===== config.mk =====
export PLATFORM = sky130hd
export DESIGN_NAME = bignum_addsub_stream
export DESIGN_NICKNAME = d
export VERILOG_FILES = /design/src/rtl/bignum_pkg.sv /design/src/rtl/word_fifo.sv /design/src/rtl/bignum_addsub_stream.sv
export SDC_FILE = /design/constraint.sdc
export NUM_CORES = 1
export LEC_CHECK = 0
export ABC_CLOCK_PERIOD_IN_PS = 3600
export CAP_MARGIN = 25
export CORE_MARGIN = 10
export CORE_UTILIZATION = 30
export CTS_CLUSTER_DIAMETER = 200
export DETAILED_ROUTE_END_ITERATION = 8
export GPL_ROUTABILITY_DRIVEN = 1
export GPL_TIMING_DRIVEN = 0
export HOLD_SLACK_MARGIN = 0.06
export PLACE_DENSITY = 0.56
export SYNTH_ARGS = -nofsm -noshare
export SYNTH_HDL_FRONTEND = slang
export SYNTH_SLANG_ARGS = --single-unit

===== constraint.sdc =====
create_clock -name clk_in -period 3.6 [get_ports clk_in]
set_input_delay 0.72 -clock clk_in [delete_from_list [all_inputs] [get_ports clk_in]]
set_output_delay 0.72 -clock clk_in [all_outputs]
set_load 0.02 [all_outputs]

===== src/rtl/bignum_pkg.sv =====
// Shared types and helpers for the streaming bignum add/subtract engine.
package bignum_pkg;

    localparam int WORD_W_DEF = 32;
    localparam int ADDR_W_DEF = 8;

    typedef enum logic [1:0] {
        IDLE  = 2'd0,
        RUN   = 2'd1,
        DRAIN = 2'd2,
        DONE  = 2'd3
    } state_t;

    // Ceiling log2; a counter that must reach n needs clog2(n+1) bits.
    function automatic int clog2(input int value);
        int r;
        r = 0;
        while ((1 << r) < value) begin
            r = r + 1;
        end
        return r;
    endfunction

endpackage


===== src/rtl/word_fifo.sv =====
// Result word buffer between the carry chain and the write port.
// head reads as zero while empty so an idle write port shows no stale data.
module word_fifo
    import bignum_pkg::*;
#(
    parameter int WIDTH = WORD_W_DEF,
    parameter int DEPTH = 4,
    parameter int CNT_W = clog2(DEPTH + 1)
) (
    input  logic             clk,
    input  logic             rst_n,
    input  logic             push,
    input  logic [WIDTH-1:0] push_data,
    input  logic             pop,
    output logic [WIDTH-1:0] head,
    output logic             empty,
    output logic [CNT_W-1:0] count
);

    localparam int PTR_W = clog2(DEPTH);

    logic [WIDTH-1:0] mem [DEPTH];
    logic [PTR_W-1:0] wr_ptr;
    logic [PTR_W-1:0] rd_ptr;
    logic             full;
    logic             do_push;
    logic             do_pop;

    assign empty   = (count == '0);
    assign full    = (count == CNT_W'(DEPTH));
    assign do_pop  = pop && !empty;
    assign do_push = push && (!full || do_pop);
    assign head    = empty ? '0 : mem[rd_ptr];

    always_ff @(posedge clk or negedge rst_n) begin
        if (!rst_n) begin
            wr_ptr <= '0;
            rd_ptr <= '0;
            count  <= '0;
            for (int i = 0; i < DEPTH; i++) begin
                mem[i] <= '0;
            end
        end else begin
            if (do_push) begin
                mem[wr_ptr] <= push_data;
                wr_ptr      <= wr_ptr + PTR_W'(1);
            end
            if (do_pop) begin
                rd_ptr <= rd_ptr + PTR_W'(1);
            end
            case ({do_push, do_pop})
                2'b10:   count <= count + CNT_W'(1);
                2'b01:   count <= count - CNT_W'(1);
                default: count <= count;
            endcase
        end
    end

endmodule


===== src/rtl/bignum_addsub_stream.sv =====
// Streaming multi-word add/subtract: paired LS-first reads, rippled carry, buffered writes.
// Subtract mode is compiled in only when BIGNUM_SUB_EN is defined.
//
//  state | meaning
//  IDLE  | waiting for start_in; carry_out holds last result
//  RUN   | issuing reads while credits remain; results stream out
//  DRAIN | all reads issued; finishing returns and writes
//  DONE  | one-cycle done_out pulse
module bignum_addsub_stream
    import bignum_pkg::*;
#(
    parameter int WORD_W     = WORD_W_DEF,
    parameter int NUM_BITS   = 2048,
    parameter int ADDR_W     = ADDR_W_DEF,
    parameter int FIFO_DEPTH = 4
) (
    input  logic              clk_in,
    input  logic              rst_n_in,
    input  logic              start_in,
    input  logic              sub_in,
    input  logic [ADDR_W-1:0] x_pointer_in,
    input  logic [ADDR_W-1:0] y_pointer_in,
    input  logic [ADDR_W-1:0] result_pointer_in,
    output logic              request_valid_out,
    input  logic              request_ready_in,
    output logic [ADDR_W-1:0] x_request_out,
    output logic [ADDR_W-1:0] y_request_out,
    input  logic              received_valid_in,
    input  logic [WORD_W-1:0] x_data_in,
    input  logic [WORD_W-1:0] y_data_in,
    output logic              valid_write_out,
    input  logic              write_ready_in,
    output logic [WORD_W-1:0] data_to_store_out,
    output logic [ADDR_W-1:0] write_data_pointer_out,
    output logic              busy_out,
    output logic              done_out,
    output logic              carry_out
);

    localparam int NUM_WORDS = NUM_BITS / WORD_W;
    localparam int IDX_W     = clog2(NUM_WORDS + 1);
    localparam int OCC_W     = clog2(FIFO_DEPTH + 1);

    state_t            state;
    state_t            next_state;
    logic [ADDR_W-1:0] x_base;
    logic [ADDR_W-1:0] y_base;
    logic [ADDR_W-1:0] r_base;
    logic [IDX_W-1:0]  read_idx;
    logic [IDX_W-1:0]  write_idx;
    logic [IDX_W-1:0]  comp_idx;
    logic [OCC_W-1:0]  in_flight;
    logic [OCC_W-1:0]  occ;
    logic              carry;
    logic              sub_sel;
    logic [WORD_W-1:0] y_eff;
    logic [WORD_W:0]   sum;
    logic              fifo_empty;
    logic              req_fire;
    logic              wr_fire;
    logic              rx_accept;
    logic              has_credit;
    logic              last_read;
    logic              last_write;
    logic              start_ok;

`ifdef BIGNUM_SUB_EN
    logic sub_mode;

    assign sub_sel = sub_in;
    assign y_eff   = sub_mode ? ~y_data_in : y_data_in;

    always_ff @(posedge clk_in or negedge rst_n_in) begin
        if (!rst_n_in) begin
            sub_mode <= 1'b0;
        end else if (start_ok) begin
            sub_mode <= sub_in;
        end
    end
`else
    logic unused_sub;

    assign unused_sub = sub_in;
    assign sub_sel    = 1'b0;
    assign y_eff      = y_data_in;
`endif

    assign start_ok   = (state == IDLE) && start_in;
    assign req_fire   = request_valid_out && request_ready_in;
    assign wr_fire    = valid_write_out && write_ready_in;
    // Returns with nothing outstanding (protocol error or pre-reset leftovers) are dropped.
    assign rx_accept  = received_valid_in && (in_flight != '0);
    assign has_credit = ({1'b0, in_flight} + {1'b0, occ}) < (OCC_W + 1)'(FIFO_DEPTH);
    assign last_read  = (read_idx == IDX_W'(NUM_WORDS - 1));
    assign last_write = (write_idx == IDX_W'(NUM_WORDS - 1));
    assign sum        = {1'b0, x_data_in} + {1'b0, y_eff} + (WORD_W + 1)'(carry);

    assign x_request_out          = x_base + ADDR_W'(read_idx);
    assign y_request_out          = y_base + ADDR_W'(read_idx);
    assign write_data_pointer_out = r_base + ADDR_W'(write_idx);
    assign valid_write_out        = !fifo_empty;

    always_ff @(posedge clk_in or negedge rst_n_in) begin
        if (!rst_n_in) begin
            state <= IDLE;
        end else begin
            state <= next_state;
        end
    end

    always_comb begin
        next_state = state;
        case (state)
            IDLE:    if (start_in) next_state = RUN;
            RUN:     if (req_fire && last_read) next_state = DRAIN;
            DRAIN:   if (wr_fire && last_write) next_state = DONE;
            DONE:    next_state = IDLE;
            default: next_state = IDLE;
        endcase
    end

    always_comb begin
        request_valid_out = 1'b0;
        busy_out          = 1'b0;
        done_out          = 1'b0;
        case (state)
            RUN: begin
                busy_out          = 1'b1;
                request_valid_out = has_credit;
            end
            DRAIN:   busy_out = 1'b1;
            DONE:    done_out = 1'b1;
            default: ;
        endcase
    end

    always_ff @(posedge clk_in or negedge rst_n_in) begin
        if (!rst_n_in) begin
            x_base    <= '0;
            y_base    <= '0;
            r_base    <= '0;
            read_idx  <= '0;
            write_idx <= '0;
            comp_idx  <= '0;
            carry     <= 1'b0;
            carry_out <= 1'b0;
        end else if (start_ok) begin
            x_base    <= x_pointer_in;
            y_base    <= y_pointer_in;
            r_base    <= result_pointer_in;
            read_idx  <= '0;
            write_idx <= '0;
            comp_idx  <= '0;
            carry     <= sub_sel;
            carry_out <= 1'b0;
        end else begin
            if (req_fire) begin
                read_idx <= read_idx + IDX_W'(1);
            end
            if (wr_fire) begin
                write_idx <= write_idx + IDX_W'(1);
            end
            if (rx_accept) begin
                carry    <= sum[WORD_W];
                comp_idx <= comp_idx + IDX_W'(1);
                if (comp_idx == IDX_W'(NUM_WORDS - 1)) begin
                    carry_out <= sum[WORD_W];
                end
            end
        end
    end

    always_ff @(posedge clk_in or negedge rst_n_in) begin
        if (!rst_n_in) begin
            in_flight <= '0;
        end else begin
            case ({req_fire, rx_accept})
                2'b10:   in_flight <= in_flight + OCC_W'(1);
                2'b01:   in_flight <= in_flight - OCC_W'(1);
                default: in_flight <= in_flight;
            endcase
        end
    end

    word_fifo #(
        .WIDTH (WORD_W),
        .DEPTH (FIFO_DEPTH),
        .CNT_W (OCC_W)
    ) u_fifo (
        .clk       (clk_in),
        .rst_n     (rst_n_in),
        .push      (rx_accept),
        .push_data (sum[WORD_W-1:0]),
        .pop       (wr_fire),
        .head      (data_to_store_out),
        .empty     (fifo_empty),
        .count     (occ)
    );

endmodule


==> results of run 1 <==
## how the worst max path moves through the flow
stage | endpoint | startpoint | slack, ns | cells past startpoint
2_1_floorplan | u_fifo.mem[52] | x_data_in[0] | 0.74 | 11
3_3_place_gp | x_base[1] | rst_n_in | -6.28 | 1
3_5_place_dp | u_fifo.mem[91] | y_data_in[8] | -0.30 | 12
4_1_cts | write_data_pointer_out[6] | write_idx[0] | 0.004 | 10
5_1_grt | x_request_out[7] | read_idx[1] | 0.004 | 9
6_report | data_to_store_out[29] | u_fifo.rd_ptr[1] | 0.14 | 5
## layout make-up
class,instances,share of cell area (%)
Buffer,61,1.825
Clock buffer,21,3.190
Clock inverter,8,0.6380
Inverter,46,1.223
Multi-Input combinational cell,881,44.29
Sequential cell,187,33.16
Tap cell,511,4.528
Timing Repair Buffer,155,11.15
## report_power, final
| part | internal [µW] | switching [µW] |
|---|---|---|
| registers | 3090 | 627 |
| logic | 3230 | 3580 |
| clock network | 971 | 844 |
## cell usage in the layout (no fill, tap or decap), drive strengths merged, types with 3 or more instances in the layout
| cell | Yosys | layout |
|---|---|---|
| a21boi | 5 | 5 |
| fa | 7 | 7 |
| o21bai | 13 | 13 |
| nand3 | 25 | 25 |
| buf | 12 | 15 |
| mux2i | 7 | 7 |
| o311ai | 12 | 12 |
| o211ai | 6 | 6 |
| o31ai | 9 | 9 |
| clkdlybuf4s50 | 0 | 146 |
| mux2 | 46 | 46 |
| dfrtp | 187 | 187 |
| dlygate4sd2 | 0 | 4 |
| a21o | 34 | 34 |
| nor2 | 64 | 64 |
| mux4 | 32 | 32 |
| and2 | 40 | 40 |
| xnor2 | 34 | 34 |
| ha | 68 | 68 |
| nand4b | 4 | 4 |
| a21oi | 66 | 66 |
| nand4 | 23 | 23 |
| xor2 | 27 | 27 |
| a211oi | 3 | 3 |
| o21ai | 50 | 50 |
| clkbuf | 50 | 69 |
| nor3 | 13 | 13 |
| inv | 45 | 47 |
| nor2b | 8 | 8 |
| and3 | 5 | 5 |
| o21a | 4 | 4 |
| nand2 | 246 | 246 |
| clkinv | 1 | 6 |
| or3 | 4 | 4 |
## Yosys cell counts, drive strengths merged (3+ instances only)
cell type  count
mux4          32
and2          40
mux2          46
o211ai         6
buf           12
xor2          27
o31ai          9
ha            68
nor3          13
clkbuf        50
fa             7
xnor2         34
a211oi         3
nand2        246
o311ai        12
nor2b          8
o21bai        13
and3           5
a21oi         66
nand4         23
inv           45
mux2i          7
o21a           4
or3            4
nand4b         4
nor2          64
dfrtp        187
a21boi         5
a21o          34
o21ai         50
nand3         25
## layer usage
layer | share of wire, % | up-vias | global-route usage [%]
met3 | 4.3 | 20 | 2.652
met4 | 1.3 | 0 | 3.616
met2 | 48 | 204 | 23.69
met1 | 47 | 4505 | 19.55
li1 | - | 4419 | -
met5 | 0 | - | 0
## sequential cells by signal, summed over array words and instances (netlist names)
register and flops:
u_fifo.mem 128, x_base 8, u_fifo.wr_ptr 2, y_base 8
carry_out 1, carry 1, read_idx 7, u_fifo.rd_ptr 2
write_idx 7, comp_idx 7, in_flight 3, r_base 8
u_fifo.count 3, state 2
## cell families (layout without fill, tap and decap cells)
group                      after synthesis  after routing  share of synthesized area [%]
adders and majority gates               75             75                          8.744
muxes                                   85             85                          11.58
xor gates and xnor gates                61             61                          4.714
AOI/OAI and AO/OA                      216            216                          12.24
buffers and inverters                  108            291                          3.687
and+or+nand+nor                        444            444                          17.74
DFF                                    187            187                          41.29
## worst max-delay path: cells and delay by family, from the launching register on
kind / cells / cell delay [ns]
and+or+nand+nor: 1 / 0.18
DFF: 1 / 0.32
muxes: 1 / 0.42
buffers and inverters: 3 / 1.36
## metrics by stage
step | instances | util (%) | setup TNS [ns] | area [µm²] | hold WS [ns]
after floorplan | 1176 | - | 0 | 11330 | 0.4244
after global placement | 1841 | 36.05 | -1175.57 | 13510 | 0.4523
after detailed placement | 1842 | 36.14 | -10.15 | 13550 | 0.4598
after CTS | 1870 | 37.60 | 0 | 14100 | 0.2742
after global routing | 1870 | 37.67 | 0 | 14120 | 0.2893
final | 1870 | 37.67 | 0 | 14120 | 0.2644
==> impl_metrics.csv, run 1 <==
group,metric,value,unit
clock_network,postCtsResizedCells,24,
floorplanning,die_h,214.4,µm
cells_and_area,fillers,3793,
synth,seq_area_frac_synth,41.29,%
setup_path,reg2reg_depth,11,
sta,fin_ws,0.1369,ns
clock_network,cts_num_sinks,187,
route,detail_route.first_pass.iterations,6,
setup_path,slowest_stage,"clkdlybuf4s50_1",
clock_network,cts_tree,"built",
power_and_ir_drop,power,12340,µW
cells_and_area,final_nets,1519,
power_and_ir_drop,power_density,874.1,nW/µm²
clock_network,h-tree-depth,4,
sta,slew_viol_final,0,
cells_and_area,antenna_cells,0,
global_routing,grt_pass1_wl,53.00,mm
cells_and_area,syn_to_final_growth,24.60,%
sta,min_period,3.463,ns
power_and_ir_drop,ir_drop,412.3,µV
route,wl,33.61,mm
place,gp_congestion,0.8305,
setup_path,cp-start-kind,"register",
setup_path,arrival,2.74,ns
floorplanning,initial_core_util,30.23,%
synth,synth_seq_cells,187,
synth,netlist.area_leader.share,41.29,%
floorplanning,pin_count,156,
hold_path,hold_path_class,"in2async",
place,port_buffers,154,
route,via_per_inst,4.892,
clock_network,path_clk_slew,0.07,ns
global_routing,grt.total_usage,14.54,%
sta,clock_skew,0.01752,ns
synth,async_flop_share,100.0,%
sta,period_share,96.20,%
route,detail_route.wl_per_cell,17.97,µm
setup_path,cp_max_fo,10,
cells_and_area,ff_latch_area,4682,µm²
route,drtAntennaViolNets,0,
synth,netlist_area,11330,µm²
clock_network,numCtsBuffers,17,
global_routing,antenna_found_initial,0,
global_routing,grt_start_max_net_pins,109,
setup_path,critPathCaptureType,"primary output",
clock_network,cts.hold.buffers_added,0,
setup_path,critPathRequiredTime,2.88,ns
synth,avgSynthCellArea,9.637,µm²
floorplanning,die_area,45950,µm²
place,dpl.hpwl,25.48,mm
setup_path,crit_chain,"clkbuf_1 -> buf_2 -> mux4_2 -> and2_1 -> clkdlybuf4s50_1",
setup_path,worstSetupPathType,"reg2out",
sta,hold_violations,0,
power_and_ir_drop,p_leak,0.006369,µW
floorplanning,coreArea,37490,µm²
cells_and_area,drive_above_1_share,10.15,%
setup_path,r2r_end,"u_fifo.mem[84]",
floorplanning,placementRows,71,
setup_path,reg2reg_slack,0.54,ns
floorplanning,die_x,214.4,µm
sta,worst_slew_pin_slew,0.8310,ns
synth,synth_cells,1176,
synth,synth_nets,1346,
sta,fmax,0.2888,GHz
global_routing,grt-ovfl-total,0,
synth,ys_types,65,
outcome,status,"finished clean",
setup_path,slowest_delay,0.53,ns
synth,netlist_top_cells_area,"dfrtp_1 (41%), nand2_1 (8.1%), ha_1 (7.5%)",
cells_and_area,multiInputGateArea,6255,µm²
place,place_worst_setup_slack,-0.2980,ns
clock_network,cts_setup_buffers,0,
route,drtIter0Drc,717,
synth,yosys_warnings,0,
sta,slew-limit-headroom,44.60,%
synth,synth_enable_flop_cells,0,
sta,setup_viol,0,
global_routing,grt_pass1_vias,9240,
clock_network,insertion_delay,0.45,ns
route,via_count,9148,
route,drc_errors,0,
sta,rsz0062_at_grt,"no",
clock_network,root_buffer,"clkbuf_16",
synth,synth_ff_type,"dfrtp_1",
job,drv_cap,0,
setup_path,r2r-start,"carry",
clock_network,clockBufferDepth,2,
synth,netlist.top_cell.by_area,"dfrtp_1",
(Power assumes the default switching activity.)
==> run 2: changes to the inputs <==
GPL_TIMING_DRIVEN = not set   (was 0)
==> run 2 against run 1 <==
- total power up 1.4%
- setup slack better by 0.031 ns
- combinational power about the same
- largest power group unchanged
==> impl_metrics.csv, run 2 (synthesized netlist as in run 1, its figures left out) <==
group,metric,value,unit
place,gp_congestion,0.8070,
global_routing,grt-ovfl-total,0,
cells_and_area,drive_above_1_share,13.34,%
power_and_ir_drop,p_sw,5101,µW
hold_path,hold_path_class,"in2async",
cells_and_area,layout_common_cells,"nand2_1 (246), dfrtp_1 (185), clkdlybuf4s50_1 (147), ha_1 (68)",
place,port_buffers,154,
sta,clock_skew,0.01526,ns
clock_network,cts_tree,"built",
outcome,status,"finished clean",
floorplanning,initial_core_util,30.23,%
sta,fmax,0.2913,GHz
clock_network,insertion_delay,0.44,ns
setup_path,worstSetupPathType,"reg2out",
cells_and_area,largest_reg_flops,128,
setup_path,crit_chain,"ha_1 -> inv_1 -> fa_1 -> inv_1 -> a21oi_1 -> o21bai_1 -> xor2_1 -> clkdlybuf4s50_1",
route,drtIter0Drc,545,
route,via_per_inst,4.871,
clock_network,numCtsBuffers,17,
route,detail_route.wl_per_cell,17.10,µm
sta,tns,0,ns
route,drc_errors,0,
setup_path,cp_max_fo,4,
setup_path,arrival,2.71,ns
setup_path,cp-start-kind,"register",
floorplanning,die_x,214.4,µm
cells_and_area,final_nets,1506,
sta,slew-limit-headroom,48.74,%
clock_network,path_clk_slew,0.08,ns
clock_network,h-tree-depth,4,
setup_path,r2r-start,"carry",
power_and_ir_drop,power,12520,µW
setup_path,startpoint,"write_idx[0]",
cells_and_area,regMostFlops,"u_fifo.mem",
floorplanning,die_h,214.4,µm
setup_path,critPathCaptureType,"primary output",
clock_network,root_buffer,"clkbuf_16",
cells_and_area,layout_commonest_cell,"nand2_1",
power_and_ir_drop,power_frac_seq,29.8,%
setup_path,critPathRequiredTime,2.88,ns
floorplanning,die_area,45950,µm²
global_routing,grt_pass1_wl,51.27,mm
power_and_ir_drop,ir_drop,315.5,µV
sta,worst_slew_pin_slew,0.7690,ns
floorplanning,coreArea,37490,µm²
cells_and_area,syn_to_final_growth,26.76,%
route,via_count,9065,
floorplanning,pin_count,156,
route,drtAntennaViolNets,0,
sta,period_share,95.35,%
global_routing,grt_start_max_net_pins,76,
power_and_ir_drop,internal-power,7420,µW
place,dpl.hpwl,22.89,mm
job,drv_cap,0,
global_routing,grt.total_usage,13.80,%
sta,min_period,3.433,ns
clock_network,cts_num_sinks,187,
setup_path,timing.critical_path.mode_cell,"inv_1",
global_routing,antenna_found_initial,1,
route,wl,31.82,mm
power_and_ir_drop,power_density,871.5,nW/µm²
route,detail_route.first_pass.iterations,5,
setup_path,slowest_delay,0.63,ns
sta,rsz0062_at_grt,"no",
setup_path,slowest_stage,"clkdlybuf4s50_1",
power_and_ir_drop,p_leak,0.006519,µW
sta,setup_viol,0,
floorplanning,placementRows,71,
power_and_ir_drop,netSwitchingFraction,40.74,%
power_and_ir_drop,combPwrFrac,54.3,%
global_routing,grt_pass1_vias,9101,
clock_network,clockBufferDepth,2,
sta,slew_viol_final,0,
clock_network,cts_setup_buffers,0,
sta,hold_violations,0,
clock_network,cts.hold.buffers_added,0,
power_and_ir_drop,clkPwrFrac,15.8,%
==> run 2: worst max-delay path: cells and delay by family (launching register included) <==
family,cells,cell delay [ns]
buffers and inverters,3,0.76
xor gates and xnor gates,1,0.19
adders and majority gates,2,0.62
AOI/OAI and AO/OA,2,0.25
DFF,1,0.46
==> run 2: area by class of cell <==
type	count	area [µm²]
clock buffer	17	425.4
timing repair buffer	203	1999
fill	3756	23120
clock inverter	15	200.2
sequential	187	4682
inverter	46	172.7
multi-input combinational	881	6245
tap	511	639.4
antenna	1	2.502
==> run 2: metal layers <==
metal	track usage, %	share of wire [%]	vias to the layer above
li1	-	-	4399
met1	18.32	47	4482
met2	22.95	49	165
met3	2.412	3.5	19
met4	3.143	0.86	0
met5	0	0	-
==> run 2: repair_timing <==
action / 4_1_cts / 5_1_grt
pin swaps: 0 / 0
gates cloned: 0 / 0
setup endpoints to repair: 6 / 4
gates resized for setup: 6 / 5
==> run 2: per-stage QoR <==
| stage | setup slack (ns) | hold WS, ns | instance area [µm²] | std cells | util (%) |
|---|---|---|---|---|---|
| 3_5_place_dp | -0.1340 | 0.4595 | 13740 | 1828 | 36.65 |
| 4_1_cts | 0.04135 | 0.3202 | 14360 | 1860 | 38.30 |
| 5_1_grt | 0.01342 | 0.3259 | 14370 | 1861 | 38.32 |
| 3_3_place_gp | -0.1182 | 0.4528 | 13740 | 1828 | 36.65 |
| 2_1_floorplan | 0.7362 | 0.4244 | 11330 | 1176 | - |
| 6_report | 0.1674 | 0.2909 | 14370 | 1861 | 38.32 |
==> run 2: path summary, 6_finish.rpt <==
kind	endpoint	slack, ns	cells past startpoint
min in group clk_in	u_fifo.mem[69]	0.48	2
setup reg to reg	u_fifo.mem[30]	0.53	13
hold / removal	u_fifo.mem[72]	0.29	1
max in group asynchronous	read_idx[0]	2.40	2
hold reg to reg	u_fifo.mem[69]	0.48	2
setup / recovery	write_data_pointer_out[4]	0.17	8
==> run 2: power groups by stage <==
stage | Sequential (µW) | Combinational [µW] | Clock (µW)
finish | 3730 | 6800 | 1980
global route | 3860 | 7450 | 2110
global placement | 3720 | 6850 | 0
CTS | 3730 | 6940 | 2040
detailed placement | 3770 | 6920 | 0
floorplan | 3530 | 4400 | 0
